### config.mk
export PLATFORM = sky130hd
export DESIGN_NAME = pipe_hazard_unit_flat
export DESIGN_NICKNAME = d
export VERILOG_FILES = /design/src/rtl/pipe_hazard_unit_pkg.sv /design/src/rtl/pipe_hazard_unit_if.sv /design/src/rtl/pipe_hazard_unit_fwd_mux.sv /design/src/rtl/pipe_hazard_unit.sv /design/src/flat_wrapper.sv
export SDC_FILE = /design/constraint.sdc
export NUM_CORES = 1
export LEC_CHECK = 0
export BUFFER_PORTS_ARGS = -buffer_cell sky130_fd_sc_hd__buf_4
export CAP_MARGIN = 20
export CORE_AREA = 2 2 117 119
export DETAILED_ROUTE_END_ITERATION = 10
export DIE_AREA = 0 0 119 121
export GPL_ROUTABILITY_DRIVEN = 0
export MAX_ROUTING_LAYER = met4
export PLACE_DENSITY = 0.6
export SKIP_LAST_GASP = 1
export SYNTH_ARGS = -nofsm -noshare
export SYNTH_HDL_FRONTEND = slang
export SYNTH_SLANG_ARGS = --single-unit
### constraint.sdc
create_clock -name clk -period 2.9 [get_ports clk]
set_input_delay 0.58 -clock clk [delete_from_list [all_inputs] [get_ports clk]]
set_output_delay 0.58 -clock clk [all_outputs]
set_load 0.05 [all_outputs]
### src/rtl/pipe_hazard_unit_pkg.sv
`default_nettype none
// ============================================================================
//  Module   : haz_pkg
//  Purpose  : Shared types and constants for the pipeline hazard unit
//             (FSM state encoding, forwarding-source encoding, bubble limits).
//  Revision : 1.0  initial release
// ============================================================================
package haz_pkg;

    // Hazard FSM state; value is exported on haz_state
    typedef enum logic [1:0] {
        HAZ_RUN = 2'd0,
        HAZ_LU  = 2'd1,
        HAZ_MW  = 2'd2
    } haz_state_e;

    // Operand source chosen by a forwarding mux
    typedef enum logic [1:0] {
        FWD_RF  = 2'd0,
        FWD_EX  = 2'd1,
        FWD_MEM = 2'd2,
        FWD_WB  = 2'd3
    } fwd_src_e;

    // Largest supported load-use bubble depth and the counter width to hold it
    localparam int C_LOAD_BUBBLES_MAX = 7;
    localparam int C_HAZ_CNT_W        = 3;

endpackage : haz_pkg
`default_nettype wire

### src/rtl/pipe_hazard_unit_if.sv
`default_nettype none
// ============================================================================
//  Module   : pipe_hazard_unit_if
//  Purpose  : Bundle of pipeline-side signals consumed and driven by the
//             hazard unit. master = pipeline side, slave = hazard unit.
//             Optional macro HAZ_PERF_CNT_EN adds the performance counters.
//  Revision : 1.0  initial release
// ============================================================================
interface pipe_hazard_unit_if #(
    parameter int DW     = 32,
    parameter int AW     = 5,
    parameter int NUM_RD = 2
);
    // ID stage
    logic [NUM_RD-1:0]    id_rd_en;
    logic [NUM_RD*AW-1:0] id_rd_addr;
    logic [NUM_RD*DW-1:0] id_rf_data;
    logic                 id_branch_taken;
    // EX stage
    logic                 ex_regwrite;
    logic                 ex_isload;
    logic [AW-1:0]        ex_waddr;
    logic [DW-1:0]        ex_result;
    // MEM stage
    logic                 mem_regwrite;
    logic                 mem_memtoreg;
    logic [AW-1:0]        mem_waddr;
    logic [DW-1:0]        mem_aluresult;
    logic [DW-1:0]        mem_rdata;
    logic                 mem_rdata_vld;
    // WB stage
    logic                 wb_regwrite;
    logic [AW-1:0]        wb_waddr;
    logic [DW-1:0]        wb_wdata;
    // Hazard unit results
    logic [NUM_RD*DW-1:0] id_fwd_data;
    logic                 hold_front;
    logic                 bubble_ex;
    logic                 hold_back;
    logic                 flush_ifid;
    logic                 branch_ok;
    logic [1:0]           haz_state;
`ifdef HAZ_PERF_CNT_EN
    logic [31:0]          perf_lu_cycles;
    logic [31:0]          perf_mw_cycles;
    logic [31:0]          perf_flushes;

    modport master (
        output id_rd_en, id_rd_addr, id_rf_data, id_branch_taken,
        output ex_regwrite, ex_isload, ex_waddr, ex_result,
        output mem_regwrite, mem_memtoreg, mem_waddr, mem_aluresult, mem_rdata, mem_rdata_vld,
        output wb_regwrite, wb_waddr, wb_wdata,
        input  id_fwd_data, hold_front, bubble_ex, hold_back, flush_ifid, branch_ok, haz_state,
        input  perf_lu_cycles, perf_mw_cycles, perf_flushes
    );
    modport slave (
        input  id_rd_en, id_rd_addr, id_rf_data, id_branch_taken,
        input  ex_regwrite, ex_isload, ex_waddr, ex_result,
        input  mem_regwrite, mem_memtoreg, mem_waddr, mem_aluresult, mem_rdata, mem_rdata_vld,
        input  wb_regwrite, wb_waddr, wb_wdata,
        output id_fwd_data, hold_front, bubble_ex, hold_back, flush_ifid, branch_ok, haz_state,
        output perf_lu_cycles, perf_mw_cycles, perf_flushes
    );
`else
    modport master (
        output id_rd_en, id_rd_addr, id_rf_data, id_branch_taken,
        output ex_regwrite, ex_isload, ex_waddr, ex_result,
        output mem_regwrite, mem_memtoreg, mem_waddr, mem_aluresult, mem_rdata, mem_rdata_vld,
        output wb_regwrite, wb_waddr, wb_wdata,
        input  id_fwd_data, hold_front, bubble_ex, hold_back, flush_ifid, branch_ok, haz_state
    );
    modport slave (
        input  id_rd_en, id_rd_addr, id_rf_data, id_branch_taken,
        input  ex_regwrite, ex_isload, ex_waddr, ex_result,
        input  mem_regwrite, mem_memtoreg, mem_waddr, mem_aluresult, mem_rdata, mem_rdata_vld,
        input  wb_regwrite, wb_waddr, wb_wdata,
        output id_fwd_data, hold_front, bubble_ex, hold_back, flush_ifid, branch_ok, haz_state
    );
`endif
endinterface : pipe_hazard_unit_if
`default_nettype wire

### src/rtl/pipe_hazard_unit_fwd_mux.sv
`default_nettype none
// ============================================================================
//  Module   : haz_fwd_mux
//  Purpose  : Single read-port priority forwarding mux (EX > MEM > WB > RF).
//  Revision : 1.0  initial release
// ============================================================================
module haz_fwd_mux
    import haz_pkg::*;
#(
    parameter int DW = 32,
    parameter int AW = 5
) (
    input  wire logic          i_rd_en,
    input  wire logic [AW-1:0] i_rd_addr,
    input  wire logic [DW-1:0] i_rf_data,
    input  wire logic          i_ex_regwrite,
    input  wire logic          i_ex_isload,
    input  wire logic [AW-1:0] i_ex_waddr,
    input  wire logic [DW-1:0] i_ex_result,
    input  wire logic          i_mem_regwrite,
    input  wire logic          i_mem_memtoreg,
    input  wire logic [AW-1:0] i_mem_waddr,
    input  wire logic [DW-1:0] i_mem_aluresult,
    input  wire logic [DW-1:0] i_mem_rdata,
    input  wire logic          i_wb_regwrite,
    input  wire logic [AW-1:0] i_wb_waddr,
    input  wire logic [DW-1:0] i_wb_wdata,
    output logic      [DW-1:0] o_data
);

    fwd_src_e w_src;

    // Pick the youngest producer of the operand; r0 and idle ports never forward.
    // A load in EX has no data yet, so it is skipped here and covered by the interlock.
    always_comb begin
        w_src = FWD_RF;
        if (i_rd_en && (i_rd_addr != '0)) begin
            if (i_ex_regwrite && !i_ex_isload && (i_ex_waddr == i_rd_addr))
                w_src = FWD_EX;
            else if (i_mem_regwrite && (i_mem_waddr == i_rd_addr))
                w_src = FWD_MEM;
            else if (i_wb_regwrite && (i_wb_waddr == i_rd_addr))
                w_src = FWD_WB;
        end
    end

    // Steer the selected source onto the operand bus
    always_comb begin
        o_data = i_rf_data;
        case (w_src)
            FWD_EX:  o_data = i_ex_result;
            FWD_MEM: o_data = i_mem_memtoreg ? i_mem_rdata : i_mem_aluresult;
            FWD_WB:  o_data = i_wb_wdata;
            default: o_data = i_rf_data;
        endcase
    end

endmodule : haz_fwd_mux
`default_nettype wire

### src/rtl/pipe_hazard_unit.sv
`default_nettype none
// ============================================================================
//  Module   : pipe_hazard_unit
//  Purpose  : Operand forwarding, load-use interlock, data-memory wait freeze
//             and branch flush control for the in-order pipeline.
//             Optional macro HAZ_PERF_CNT_EN adds saturating perf counters.
//  Revision : 1.0  initial release
// ============================================================================
module pipe_hazard_unit
    import haz_pkg::*;
#(
    parameter int DW           = 32,
    parameter int AW           = 5,
    parameter int NUM_RD       = 2,
    parameter int LOAD_BUBBLES = 1
) (
    input  wire logic         clk,
    input  wire logic         rst,
    pipe_hazard_unit_if.slave bus
);

    // Bubbles still owed after the first one, which is issued from RUN
    localparam logic [C_HAZ_CNT_W-1:0] C_CNT_INIT = C_HAZ_CNT_W'(LOAD_BUBBLES - 1);
    localparam logic [C_HAZ_CNT_W-1:0] C_CNT_ONE  = C_HAZ_CNT_W'(1);

    haz_state_e             r_state;
    logic [C_HAZ_CNT_W-1:0] r_cnt;

    logic [NUM_RD*DW-1:0]   w_fwd;
    logic                   w_port_hit;
    logic                   w_lu;
    logic                   w_mw;
    logic                   w_hold_front;
    logic                   w_bubble_ex;
    logic                   w_hold_back;
    logic                   w_branch_ok;

    // One priority forwarding mux per ID read port
    for (genvar gi = 0; gi < NUM_RD; gi++) begin : g_fwd
        haz_fwd_mux #(
            .DW (DW),
            .AW (AW)
        ) u_fwd_mux (
            .i_rd_en         (bus.id_rd_en[gi]),
            .i_rd_addr       (bus.id_rd_addr[gi*AW +: AW]),
            .i_rf_data       (bus.id_rf_data[gi*DW +: DW]),
            .i_ex_regwrite   (bus.ex_regwrite),
            .i_ex_isload     (bus.ex_isload),
            .i_ex_waddr      (bus.ex_waddr),
            .i_ex_result     (bus.ex_result),
            .i_mem_regwrite  (bus.mem_regwrite),
            .i_mem_memtoreg  (bus.mem_memtoreg),
            .i_mem_waddr     (bus.mem_waddr),
            .i_mem_aluresult (bus.mem_aluresult),
            .i_mem_rdata     (bus.mem_rdata),
            .i_wb_regwrite   (bus.wb_regwrite),
            .i_wb_waddr      (bus.wb_waddr),
            .i_wb_wdata      (bus.wb_wdata),
            .o_data          (w_fwd[gi*DW +: DW])
        );
    end

    // Does any enabled ID read port consume the register the EX load writes?
    always_comb begin
        w_port_hit = 1'b0;
        for (int i = 0; i < NUM_RD; i++) begin
            if (bus.id_rd_en[i] && (bus.id_rd_addr[i*AW +: AW] == bus.ex_waddr))
                w_port_hit = 1'b1;
        end
    end

    assign w_lu = bus.ex_regwrite & bus.ex_isload & (bus.ex_waddr != '0) & w_port_hit;
    assign w_mw = bus.mem_memtoreg & bus.mem_regwrite & ~bus.mem_rdata_vld;

    // Hazard FSM: a memory wait pre-empts load-use bubbling, which resumes afterwards
    always_ff @(posedge clk or posedge rst) begin
        if (rst) begin
            r_state <= HAZ_RUN;
            r_cnt   <= '0;
        end else begin
            case (r_state)
                HAZ_RUN: begin
                    if (w_mw) begin
                        r_state <= HAZ_MW;
                    end else if (w_lu && (LOAD_BUBBLES > 1)) begin
                        r_state <= HAZ_LU;
                        r_cnt   <= C_CNT_INIT;
                    end
                end
                HAZ_LU: begin
                    if (w_mw) begin
                        r_state <= HAZ_MW;
                    end else begin
                        r_cnt <= r_cnt - C_CNT_ONE;
                        if (r_cnt == C_CNT_ONE)
                            r_state <= HAZ_RUN;
                    end
                end
                HAZ_MW: begin
                    if (bus.mem_rdata_vld)
                        r_state <= (r_cnt != '0) ? HAZ_LU : HAZ_RUN;
                end
                default: begin
                    r_state <= HAZ_RUN;
                    r_cnt   <= '0;
                end
            endcase
        end
    end

    // Stall controls decoded from state and the live hazard conditions; quiet in reset
    always_comb begin
        w_hold_front = 1'b0;
        w_bubble_ex  = 1'b0;
        w_hold_back  = 1'b0;
        if (!rst) begin
            case (r_state)
                HAZ_RUN: begin
                    if (w_mw) begin
                        w_hold_front = 1'b1;
                        w_hold_back  = 1'b1;
                    end else if (w_lu) begin
                        w_hold_front = 1'b1;
                        w_bubble_ex  = 1'b1;
                    end
                end
                HAZ_LU: begin
                    if (w_mw) begin
                        w_hold_front = 1'b1;
                        w_hold_back  = 1'b1;
                    end else begin
                        w_hold_front = 1'b1;
                        w_bubble_ex  = 1'b1;
                    end
                end
                HAZ_MW: begin
                    w_hold_front = ~bus.mem_rdata_vld;
                    w_hold_back  = ~bus.mem_rdata_vld;
                end
                default: begin
                    w_hold_front = 1'b0;
                end
            endcase
        end
    end

    // A taken branch only redirects once its operands are current (front not held)
    assign w_branch_ok = bus.id_branch_taken & ~w_hold_front & ~rst;

    assign bus.id_fwd_data = w_fwd;
    assign bus.hold_front  = w_hold_front;
    assign bus.bubble_ex   = w_bubble_ex;
    assign bus.hold_back   = w_hold_back;
    assign bus.branch_ok   = w_branch_ok;
    assign bus.flush_ifid  = w_branch_ok;
    assign bus.haz_state   = r_state;

`ifdef HAZ_PERF_CNT_EN
    logic [31:0] r_perf_lu;
    logic [31:0] r_perf_mw;
    logic [31:0] r_perf_fl;

    // Saturating event counters for bubbles, memory-wait cycles and flushes
    always_ff @(posedge clk or posedge rst) begin
        if (rst) begin
            r_perf_lu <= '0;
            r_perf_mw <= '0;
            r_perf_fl <= '0;
        end else begin
            if (w_bubble_ex && (r_perf_lu != 32'hFFFF_FFFF))
                r_perf_lu <= r_perf_lu + 32'd1;
            if ((r_state == HAZ_MW) && (r_perf_mw != 32'hFFFF_FFFF))
                r_perf_mw <= r_perf_mw + 32'd1;
            if (w_branch_ok && (r_perf_fl != 32'hFFFF_FFFF))
                r_perf_fl <= r_perf_fl + 32'd1;
        end
    end

    assign bus.perf_lu_cycles = r_perf_lu;
    assign bus.perf_mw_cycles = r_perf_mw;
    assign bus.perf_flushes   = r_perf_fl;
`endif

endmodule : pipe_hazard_unit
`default_nettype wire

### src/flat_wrapper.sv
// flat-port wrapper written by rule: the top's interface ports become plain ports
module pipe_hazard_unit_flat import haz_pkg::*;
#(
    parameter int DW           = 32,
    parameter int AW           = 5,
    parameter int NUM_RD       = 2,
    parameter int LOAD_BUBBLES = 1
)
  (clk, rst, bus_id_rd_en, bus_id_rd_addr, bus_id_rf_data, bus_id_branch_taken, bus_ex_regwrite, bus_ex_isload, bus_ex_waddr, bus_ex_result, bus_mem_regwrite, bus_mem_memtoreg, bus_mem_waddr, bus_mem_aluresult, bus_mem_rdata, bus_mem_rdata_vld, bus_wb_regwrite, bus_wb_waddr, bus_wb_wdata, bus_id_fwd_data, bus_hold_front, bus_bubble_ex, bus_hold_back, bus_flush_ifid, bus_branch_ok, bus_haz_state);
  pipe_hazard_unit_if #(.DW(DW), .AW(AW), .NUM_RD(NUM_RD)) bus_i ();
  input  wire logic clk;
  input  wire logic rst;
  input wire logic [$bits(bus_i.id_rd_en)-1:0] bus_id_rd_en;
  input wire logic [$bits(bus_i.id_rd_addr)-1:0] bus_id_rd_addr;
  input wire logic [$bits(bus_i.id_rf_data)-1:0] bus_id_rf_data;
  input wire logic [$bits(bus_i.id_branch_taken)-1:0] bus_id_branch_taken;
  input wire logic [$bits(bus_i.ex_regwrite)-1:0] bus_ex_regwrite;
  input wire logic [$bits(bus_i.ex_isload)-1:0] bus_ex_isload;
  input wire logic [$bits(bus_i.ex_waddr)-1:0] bus_ex_waddr;
  input wire logic [$bits(bus_i.ex_result)-1:0] bus_ex_result;
  input wire logic [$bits(bus_i.mem_regwrite)-1:0] bus_mem_regwrite;
  input wire logic [$bits(bus_i.mem_memtoreg)-1:0] bus_mem_memtoreg;
  input wire logic [$bits(bus_i.mem_waddr)-1:0] bus_mem_waddr;
  input wire logic [$bits(bus_i.mem_aluresult)-1:0] bus_mem_aluresult;
  input wire logic [$bits(bus_i.mem_rdata)-1:0] bus_mem_rdata;
  input wire logic [$bits(bus_i.mem_rdata_vld)-1:0] bus_mem_rdata_vld;
  input wire logic [$bits(bus_i.wb_regwrite)-1:0] bus_wb_regwrite;
  input wire logic [$bits(bus_i.wb_waddr)-1:0] bus_wb_waddr;
  input wire logic [$bits(bus_i.wb_wdata)-1:0] bus_wb_wdata;
  output wire logic [$bits(bus_i.id_fwd_data)-1:0] bus_id_fwd_data;
  output wire logic [$bits(bus_i.hold_front)-1:0] bus_hold_front;
  output wire logic [$bits(bus_i.bubble_ex)-1:0] bus_bubble_ex;
  output wire logic [$bits(bus_i.hold_back)-1:0] bus_hold_back;
  output wire logic [$bits(bus_i.flush_ifid)-1:0] bus_flush_ifid;
  output wire logic [$bits(bus_i.branch_ok)-1:0] bus_branch_ok;
  output wire logic [$bits(bus_i.haz_state)-1:0] bus_haz_state;
  assign bus_i.id_rd_en = bus_id_rd_en;
  assign bus_i.id_rd_addr = bus_id_rd_addr;
  assign bus_i.id_rf_data = bus_id_rf_data;
  assign bus_i.id_branch_taken = bus_id_branch_taken;
  assign bus_i.ex_regwrite = bus_ex_regwrite;
  assign bus_i.ex_isload = bus_ex_isload;
  assign bus_i.ex_waddr = bus_ex_waddr;
  assign bus_i.ex_result = bus_ex_result;
  assign bus_i.mem_regwrite = bus_mem_regwrite;
  assign bus_i.mem_memtoreg = bus_mem_memtoreg;
  assign bus_i.mem_waddr = bus_mem_waddr;
  assign bus_i.mem_aluresult = bus_mem_aluresult;
  assign bus_i.mem_rdata = bus_mem_rdata;
  assign bus_i.mem_rdata_vld = bus_mem_rdata_vld;
  assign bus_i.wb_regwrite = bus_wb_regwrite;
  assign bus_i.wb_waddr = bus_wb_waddr;
  assign bus_i.wb_wdata = bus_wb_wdata;
  assign bus_id_fwd_data = bus_i.id_fwd_data;
  assign bus_hold_front = bus_i.hold_front;
  assign bus_bubble_ex = bus_i.bubble_ex;
  assign bus_hold_back = bus_i.hold_back;
  assign bus_flush_ifid = bus_i.flush_ifid;
  assign bus_branch_ok = bus_i.branch_ok;
  assign bus_haz_state = bus_i.haz_state;
  pipe_hazard_unit #(.DW(DW), .AW(AW), .NUM_RD(NUM_RD), .LOAD_BUBBLES(LOAD_BUBBLES)) u_core (.clk(clk), .rst(rst), .bus(bus_i));
endmodule
Word-level counts from Yosys, hierarchy flattened
Cells that the tools add are included.
Operators by class
  $add $sub $neg: 1
  equal/unequal tests: 21
  multiplexer cells: 32
  bitwise logic cells: 11
  reduce and logical (&&, ||, !) cells: 21
Operator list (number)
  one-hot mux 32 bit (3 select lines): 2
  == test 5 bit: 8
  two-way mux 32 bit: 1
  two-way mux 2 bit: 12
  nonzero test 5 bit: 3
  logical AND 1 bit: 11
  two-way mux 1 bit: 11
  == test 2 bit (second input constant): 5
  bitwise AND 1 bit: 7
  == test 2 x 1 -> 1 bit (second input constant): 3
  one-hot mux 2 bit (3 select lines): 1
  one-hot mux 3 bit (2 select lines): 1
  != test 2 bit (second input constant): 2
  inverter 1 bit: 4
  one-hot mux 1 bit (2 select lines): 2
  OR reduction 2 bit: 2
  == test 3 x 1 -> 1 bit (second input constant): 1
  two-way mux 3 bit: 1
  != test 3 x 1 -> 1 bit (second input constant): 1
  one-hot mux 1 bit (3 select lines): 1
  AND reduction 3 bit: 1
  nonzero test 3 bit: 1
  subtractor 3 x 1 -> 3 bit (second input constant): 1
  zero test 2 bit: 1
  3 further kinds: 3
Storage, ports and cells
  flip-flop bits (word level): 5
  bits of input ports: 228
  output and inout bits: 71
  logic and storage cells: 88

Depth between registers and ports, before layout
Gate-level depths: netlist of run 1.
  depth after elaboration: 12
  depth in mapped cells: 8
  mapped depth without buffers: 6

Hierarchy
Synthesis of run 1 repeated with hierarchy kept, for this count alone.
Second synthesis, totals
  cell total of the unflattened synthesis: 620
  area, all modules: 3856.2 µm²
Modules (own cells, without submodules)
  haz_fwd_mux: instances 2, cells an instance 280, area an instance 1675.4 µm²
  pipe_hazard_unit: instances 1, cells an instance 60, area an instance 505.5 µm²

Worst setup path after synthesis of run 1
OpenSTA, ideal clock, no wires.
  kind: in2out
  start: in bus_ex_regwrite
  end: out bus_id_fwd_data[18]
  data arrival time: 2.886 ns
  required time: 2.320 ns
  path slack: -0.566 ns
  stages on the path: 7
  path buffers: 3
  path through: nor2b_1 clkbuf_1 and3_1 buf_2 buf_2 a221oi_1 o32ai_1
On the way
  longest elaborated chain between the ends: 6
  elaborated cells on any way between the ends: 8
  those cells by class: eq/ne: 3; mux: 3; reduce/logical: 2
RTL lines
  from (decl): RTL line flat_wrapper.sv:17  | input wire logic [$bits(bus_i.ex_regwrite)-1:0] bus_ex_regwrite;
  logical AND 1 bit (*) (2 in series): RTL line pipe_hazard_unit_fwd_mux.sv:38  | if (i_ex_regwrite && !i_ex_isload && (i_ex_waddr == i_rd_addr))
  two-way mux 2 bit (*): RTL line pipe_hazard_unit_fwd_mux.sv:38
  two-way mux 2 bit (*): RTL line pipe_hazard_unit_fwd_mux.sv:37  | if (i_rd_en && (i_rd_addr != '0)) begin
  == test 2 bit / == test 2 x 1 -> 1 bit (equally long branches): RTL line pipe_hazard_unit_fwd_mux.sv:50  | case (w_src)
  one-hot mux 32 bit (3 select lines) (*): RTL line pipe_hazard_unit_fwd_mux.sv:50
  to (decl): RTL line flat_wrapper.sv:30  | output wire logic [$bits(bus_i.id_fwd_data)-1:0] bus_id_fwd_data;
Mark *: on every way between the ends. The rest lies on a longest branch, timed or not.

Worst setup path after layout of run 1
  start: in bus_id_rd_addr[2]
  end: out bus_id_fwd_data[10]
On the way
  longest elaborated chain between the ends: 8
  elaborated cells on any way between the ends: 16
  those cells by class: eq/ne: 6; mux: 5; reduce/logical: 5
RTL lines
  from (decl): RTL line flat_wrapper.sv:14  | input wire logic [$bits(bus_i.id_rd_addr)-1:0] bus_id_rd_addr;
  == test 5 bit: RTL line pipe_hazard_unit_fwd_mux.sv:42  | else if (i_wb_regwrite && (i_wb_waddr == i_rd_addr))
  logical AND 1 bit: RTL line pipe_hazard_unit_fwd_mux.sv:42
  two-way mux 2 bit: RTL line pipe_hazard_unit_fwd_mux.sv:42
  two-way mux 2 bit: RTL line pipe_hazard_unit_fwd_mux.sv:40  | else if (i_mem_regwrite && (i_mem_waddr == i_rd_addr))
  two-way mux 2 bit: RTL line pipe_hazard_unit_fwd_mux.sv:38
  two-way mux 2 bit (*): RTL line pipe_hazard_unit_fwd_mux.sv:37
  == test 2 bit / == test 2 x 1 -> 1 bit (equally long branches): RTL line pipe_hazard_unit_fwd_mux.sv:50
  one-hot mux 32 bit (3 select lines) (*): RTL line pipe_hazard_unit_fwd_mux.sv:50
Marks and branches as above.

==> results of run 1 <==
==> per-layer routing <==
metal / GRT usage / vias up / part of all wire
met5: - / - / 0
met4: 0.0967 / 0 / 0.041
met3: 0.0423 / 63 / 0.062
met2: 0.499 / 329 / 0.51
met1: 0.340 / 2831 / 0.39
li1: - / 2641 / -
==> final cells by class <==
| class | count | area (µm²) | area share |
|---|---|---|---|
| multi-input combinational | 422 | 3930 | 0.494 |
| inverter | 19 | 71.3 | 0.00896 |
| tap | 176 | 220 | 0.0277 |
| sequential | 5 | 125 | 0.0157 |
| clock buffer | 4 | 78.8 | 0.00990 |
| timing repair buffer | 389 | 3530 | 0.444 |
==> synthesized netlist by cell type, types with 11 or more instances <==
| master | count | area (µm²) |
|---|---|---|
| sky130_fd_sc_hd__o221ai_1 | 38 | 333 |
| sky130_fd_sc_hd__o32ai_1 | 14 | 123 |
| sky130_fd_sc_hd__buf_4 | 11 | 82.6 |
| sky130_fd_sc_hd__inv_1 | 19 | 71.3 |
| sky130_fd_sc_hd__mux2_2 | 24 | 270 |
| sky130_fd_sc_hd__o21ai_0 | 12 | 60.1 |
| sky130_fd_sc_hd__a21oi_1 | 74 | 370 |
| sky130_fd_sc_hd__a2bb2oi_1 | 18 | 158 |
| sky130_fd_sc_hd__xor2_1 | 16 | 140 |
| sky130_fd_sc_hd__nor2_1 | 54 | 203 |
| sky130_fd_sc_hd__a31oi_1 | 26 | 163 |
| sky130_fd_sc_hd__nand2_1 | 13 | 48.8 |
| sky130_fd_sc_hd__buf_2 | 19 | 95.1 |
| sky130_fd_sc_hd__clkbuf_1 | 19 | 71.3 |
==> through the flow <==
stage          hold WS [ns]  power [W]  instances  cell area, µm²  setup TNS, ns
6_report              0.291    0.00180       1015            7960          -1.93
3_5_place_dp          0.528    0.00140        985            6670          -7.60
3_3_place_gp          0.523    0.00137        985            6670          -6.10
2_1_floorplan         0.369   0.000839        494            3800          -2.99
4_1_cts               0.291    0.00169       1000            7160         -0.350
5_1_grt               0.306    0.00189       1015            7960          -4.52
==> flip-flops by register name, summed over array words and instances (netlist names) <==
signal / flops
u_core.r_cnt: 3
u_core.bus.haz_state: 2
==> path summary, 6_finish.rpt <==
path	start	end	slack [ns]	cells after the start
max in group asynchronous	rst	u_core.r_cnt[0]	2.42	2
worst min-delay path	rst	u_core.r_cnt[2]	0.29	2
worst max-delay path	bus_id_rd_addr[2]	bus_id_fwd_data[10]	-0.1	12
worst min register to register	u_core.r_cnt[2]	u_core.r_cnt[2]	0.56	2
min in group clk	u_core.r_cnt[2]	u_core.r_cnt[2]	0.56	2
worst max register to register	u_core.r_cnt[0]	u_core.r_cnt[1]	1.71	5
==> where the power goes <==
part / switching, W / total (W) / internal (W)
clock: 0.0000426 / 0.000225 / 0.000182
sequential: 0.0000371 / 0.000135 / 0.0000975
combinational: 0.000785 / 0.00144 / 0.000656
==> worst reg2reg max path: cells and delay by family, from the launching register on <==
family | cells | cell delay, ns
AOI/OAI and AO/OA | 2 | 0.22
adders and majority gates | 1 | 0.29
buffers and inverters | 1 | 0.10
DFF | 1 | 0.39
and+or+nand+nor | 1 | 0.04
==> repair_timing <==
item | 4_1_cts | 5_1_grt
cloned | 4 | 7
pin swaps | 17 | 39
gates resized for setup | 58 | 131
endpoints found under the setup margin | 61 | 63
buffers inserted | 7 | 9
==> logic make-up (layout without fill, tap and decap cells) <==
| logic type | count (synthesis) | in the layout | share of synthesized area |
|---|---|---|---|
| AOI/OAI and AO/OA | 229 | 230 | 0.477 |
| and+or+nand+nor | 125 | 127 | 0.187 |
| buffers and inverters | 70 | 412 | 0.0982 |
| muxes | 32 | 32 | 0.103 |
| xor gates and xnor gates | 30 | 30 | 0.0879 |
| DFF | 5 | 5 | 0.0366 |
| adders and majority gates | 3 | 3 | 0.0110 |
==> impl_summary.txt, run 1 <==
----------------------------------------------------
[Run status]
  Result of the run ... finished, violations left
  Failing checks ... negative setup slack

[Global route]
  First-pass GRT wire length ... 32100 µm
  Tot GR Track Use ... 0.287
  Number of antenna violations at the first check in global routing ... 0
  Residual overflow from global routing ... 0
  Number of global-route vias before repair ... 5706
  Maximum number of pins on one net before global-route repair ... 27

[Worst setup path]
  Cell family contributing the most delay on the critical path ... buffers and inverters
  Critical-path maximum fanout ... 5
  Cell with the biggest individual delay on the critical path ... sky130_fd_sc_hd__nor3_4
  Crit path arrival time ... 2.42 ns
  Setup Crit Path Kind ... in2out
  Cell chain of the critical path ... buf_8 > buf_6 > xnor2_2 > nand4_1 > nor3_4 > buf_6 > nor3_4 > nor2_2 > buf_6 > buf_12 > a2bb2oi_2 > buf_6
  Data required time at the worst endpoint ... 2.32 ns
  Kind of end point of the critical path ... output pin
  Max stage delay on crit path ... 0.28 ns
  Buffers plus inverters on the worst setup path ... 6
  Most frequent cell on the critical path ... sky130_fd_sc_hd__buf_6
  Type of origin of the critical path ... input port

[Timing]
  Least setup slack across all paths after layout ... -0.0962 ns
  Post-layout min period ... 3.00 ns
  Highest clock frequency the design can meet ... 334 MHz
  Setup skew after layout ... 0.00104 ns
  Final clock period utilization by the worst path ... 1.03
  Final hold viol count ... 0
  Total of endpoints with negative setup slack in the final report ... 39
  Worst relative slew slack ... 0.727
  Worst Tran Pin Value ... 0.409 ns
  RSZ-0062 raised after global routing ... true
  Max Slew Vio Count ... 0

[Detailed routing]
  Via total after detailed routing ... 5864
  Detail Route Antenna Nets ... 0
  Via-per-instance ratio ... 5.78
  Total length of routed wires ... 22200 µm
  Detailed-routing iteration count for the pre-antenna-repair pass ... 5
  Drt initial violations ... 651
  Remaining DRCs ... 0
  Average wire length per cell after detail routing ... 21.9 µm

[Logic synthesis]
  Part of the Yosys area used for sequential elements ... 0.0366
  YS warnings ... 0
  Post-synthesis instance area ... 0.00342 mm²
  Number of synthesized flops with an enable pin ... 0
  FFs w/ async S/R, synth ... 1.00
  Count of cell types in the netlist ... 56
  Post-Synthesis Net Count ... 725
  Mean instance size in the synthesized netlist ... 6.91 µm²
  Most used flip-flop cell after synthesis ... sky130_fd_sc_hd__dfrtp_1
  Flops & latches, synth ... 5
  Syn Inst Count ... 494

[Place]
  Worst slack, placed ... -0.327 ns
  Post-DP HPWL ... 16800 µm
  Count of buffers from port buffering ... 298

[Clock tree]
  Clock Root Buffer ... sky130_fd_sc_hd__clkbuf_16
  Clock insertion delay at the later pin of the skew report ... 0.23 ns
  TritonCTS buffer count ... 3
  Clock tree from TritonCTS ... built
  Post-CTS clock slew at the launch and capture registers of the worst setup and hold paths ... 0.03 ns
  H-tree depth ... 1
  Number of buffers between clock root and the deepest sink ... 2
  Sink count of the clock tree ... 5
  Cts-stage hold buffer count ... 0

[Floorplanning]
  Core region area ... 0.0131 mm²
  Floorplan row count ... 42
  Die footprint ... 0.0144 mm²
  Overall die height ... 121 µm
  Initial core utilization ... 0.261
  Die X ... 119 µm
  IO Count ... 299

[Layout]
  Final Util ... 0.608
  Fraction of layout instances using a drive strength above 1 ... 0.684
  Highest-count cells in the layout ignoring fill and taps ... sky130_fd_sc_hd__buf_4 (291), sky130_fd_sc_hd__buf_6 (71), sky130_fd_sc_hd__a21oi_1 (37)
  Most common library cell in the layout ignoring fill and taps ... sky130_fd_sc_hd__buf_4
  Layout Area Growth over Synthesis ... 133%
  Number of antenna diodes ... 0
  Fill count ... 1127
  Nets@finish ... 1071

[Power]
  Total power per unit cell area ... 226 mW/mm²
  VDD IR-drop max ... 0.000380 V
  P_leak ... 3.45 nW

[Run]
  Max-capacitance violation count ... 0

[Hold path]
  Min-Delay Path Class ... in2async

----------------------------------------------------
No activity file was read; power rests on OpenSTA's default activity.
==> run 2, diff against run 1 <==
--- a/config.mk
+++ b/config.mk
@@ -11,6 +11,7 @@
 export DETAILED_ROUTE_END_ITERATION = 10
 export DIE_AREA = 0 0 119 121
 export GPL_ROUTABILITY_DRIVEN = 0
+export GPL_TIMING_DRIVEN = 0
 export MAX_ROUTING_LAYER = met4
 export PLACE_DENSITY = 0.6
 export SKIP_LAST_GASP = 1
==> impl_summary.txt, run 2 (synthesized netlist as in run 1, its figures left out) <==
----------------------------------------------------
[Detailed routing]
  Via total after detailed routing ... 5827 (-0.63%)
  Total length of routed wires ... 23400 µm (+5.2%)
  Detail Route Antenna Nets ... 0 (unchanged)
  Via-per-instance ratio ... 5.80 (+0.46%)
  Detailed-routing iteration count for the pre-antenna-repair pass ... 5 (unchanged)
  Drt initial violations ... 424 (-35%)
  Average wire length per cell after detail routing ... 23.3 µm (+6.3%)
  Remaining DRCs ... 0 (unchanged)

[Floorplanning]
  Overall die height ... 121 µm (unchanged)
  Floorplan row count ... 42 (unchanged)
  Die X ... 119 µm (unchanged)
  Initial core utilization ... 0.261 (unchanged)
  Die footprint ... 0.0144 mm² (unchanged)
  IO Count ... 299 (unchanged)
  Core region area ... 0.0131 mm² (unchanged)

[Global route]
  Tot GR Track Use ... 0.302 (+0.0153)
  Residual overflow from global routing ... 0 (unchanged)
  Number of global-route vias before repair ... 5797 (+1.6%)
  Maximum number of pins on one net before global-route repair ... 12 (-56%)
  Number of antenna violations at the first check in global routing ... 0 (unchanged)
  First-pass GRT wire length ... 33300 µm (+3.7%)

[Worst setup path]
  Type of origin of the critical path ... input port
  Setup Crit Path Kind ... in2out
  Critical-path maximum fanout ... 4 (-1)
  Crit path arrival time ... 2.37 ns (-0.05 ns)
  Kind of end point of the critical path ... output pin
  Data required time at the worst endpoint ... 2.32 ns (about the same)

[Timing]
  Post-layout min period ... 2.95 ns (-0.0462 ns)
  Total of endpoints with negative setup slack in the final report ... 8 (-79%)
  Setup skew after layout ... 0.00421 ns (+0.00316 ns)
  Max Slew Vio Count ... 0 (unchanged)
  RSZ-0062 raised after global routing ... true
  Final hold viol count ... 0 (unchanged)
  Least setup slack across all paths after layout ... -0.0500 ns (+0.0462 ns)
  Worst Tran Pin Value ... 0.488 ns (+0.0785 ns)
  Worst relative slew slack ... 0.675 (-0.0523)
  Worst Hold Margin ... 0.292 ns (+0.00152 ns)
  Final clock period utilization by the worst path ... 1.02 (-0.0159)
  Highest clock frequency the design can meet ... 339 MHz (+1.6%)

[Power]
  Cell internal pwr ... 0.000920 W (-1.6%)
  Portion of total power attributed to sequential cells ... 0.066 (-0.009)
  Part of the total power dissipated in combinational logic ... 0.806 (+0.005)
  NetSw ... 0.000894 W (+3.4%)
  P_leak ... 3.34 nW (-3.2%)
  Total power per unit cell area ... 230 mW/mm² (+1.8%)
  Part of the total power dissipated in the clock network ... 0.127 (+0.002)
  Post-layout total power ... 0.00181 W (+0.79%)
  Net switching share of the total power ... 0.493 (+0.0126)
  VDD IR-drop max ... 0.000384 V (+1.0%)

[Run status]
  Result of the run ... finished, violations left
  Failing checks ... negative setup slack

[Clock tree]
  H-tree depth ... 1 (unchanged)
  Clock Root Buffer ... sky130_fd_sc_hd__clkbuf_16
  Post-CTS clock slew at the launch and capture registers of the worst setup and hold paths ... 0.04 ns (about the same)
  Number of buffers between clock root and the deepest sink ... 2 (unchanged)
  Sink count of the clock tree ... 5 (unchanged)
  Clock tree from TritonCTS ... built
  Clock insertion delay at the later pin of the skew report ... 0.23 ns (about the same)
  TritonCTS buffer count ... 3 (unchanged)
  Cts-stage hold buffer count ... 0 (unchanged)

[Layout]
  Fraction of layout instances using a drive strength above 1 ... 0.684 (about the same)
  Number of antenna diodes ... 0 (unchanged)
  Nets@finish ... 1060 (-1.0%)
  Most common library cell in the layout ignoring fill and taps ... sky130_fd_sc_hd__buf_4
  Fill count ... 1146 (+1.7%)
  Max FFs per register ... 3 (unchanged)
  Register with the most flip-flops ... u_core.r_cnt
  Highest-count cells in the layout ignoring fill and taps ... sky130_fd_sc_hd__buf_4 (279), sky130_fd_sc_hd__buf_6 (65), sky130_fd_sc_hd__nor2_1 (49)
  Layout Area Growth over Synthesis ... 131%
  Final Util ... 0.602 (-0.00612)

[Hold path]
  Min-Delay Path Class ... in2async

[Place]
  Count of buffers from port buffering ... 297 (-0.34%)
  Post-DP HPWL ... 17900 µm (+6.1%)

[Run]
  Max-capacitance violation count ... 0 (unchanged)

----------------------------------------------------
run 2: layout make-up:
cell class	instances	area [µm²]	share of cell area
tap	176	220	0.0279
multi-input combinational	420	4120	0.522
timing repair buffer	331	2810	0.357
buffer	49	457	0.0579
inverter	19	71.3	0.00905
clock buffer	4	78.8	0.0100
sequential	5	125	0.0159
run 2: timing repair:
action / 4_1_cts / 5_1_grt
buffers inserted: 20 / 11
gates resized for setup: 129 / 142
cloned: 1 / 3
pin swaps: 18 / 38
endpoints found under the setup margin: 65 / 65
run 2: final timing paths:
path,from,to,slack [ns],depth (start not counted)
max,bus_id_rd_addr[6],bus_id_fwd_data[36],-0.05,9
min,rst,u_core.bus.haz_state[0],0.29,2
max reg2reg,u_core.bus.haz_state[0],u_core.r_cnt[1],1.65,5
min reg2reg,u_core.r_cnt[1],u_core.r_cnt[1],0.59,2
max in group asynchronous,rst,u_core.r_cnt[1],2.40,2
min in group clk,u_core.r_cnt[1],u_core.r_cnt[1],0.59,2
run 2: critical path, stage by stage:
cell                       delay, ns
sky130_fd_sc_hd__buf_8          0.12
sky130_fd_sc_hd__xor2_4         0.18
sky130_fd_sc_hd__nor4_4         0.35
sky130_fd_sc_hd__buf_4          0.18
sky130_fd_sc_hd__o211ai_1       0.14
sky130_fd_sc_hd__or4_4          0.45
sky130_fd_sc_hd__a21oi_2        0.16
sky130_fd_sc_hd__a21oi_2        0.05
sky130_fd_sc_hd__buf_6          0.16
run 2: power by group through the flow:
stage	clock, W	combinational, W	sequential, W
detailed placement	0	0.00125	0.000119
global route	0.000241	0.00154	0.000123
finish	0.000231	0.00146	0.000120
global placement	0	0.00122	0.000116
floorplan	0	0.000702	0.000137
CTS	0.000234	0.00134	0.000119
run 2: per-layer routing:
metal  part of all wire  track usage  vias up
met1               0.37        0.345     2818
met2               0.51        0.527      327
met4              0.046        0.108        0
met5                  0            -        -
li1                   -            -     2615
met3              0.076       0.0602       67
run 2: through the flow:
step                      setup WS [ns]  setup TNS [ns]  area, µm²  cells
after floorplan                  -0.368           -2.99       3800    494
after global placement           -0.706          -21.27       6250    967
after detailed placement         -0.687          -21.32       6250    967
after CTS                       -0.0789          -0.328       7080    990
after global routing             -0.159           -2.91       7880   1004
final                           -0.0500          -0.247       7880   1004
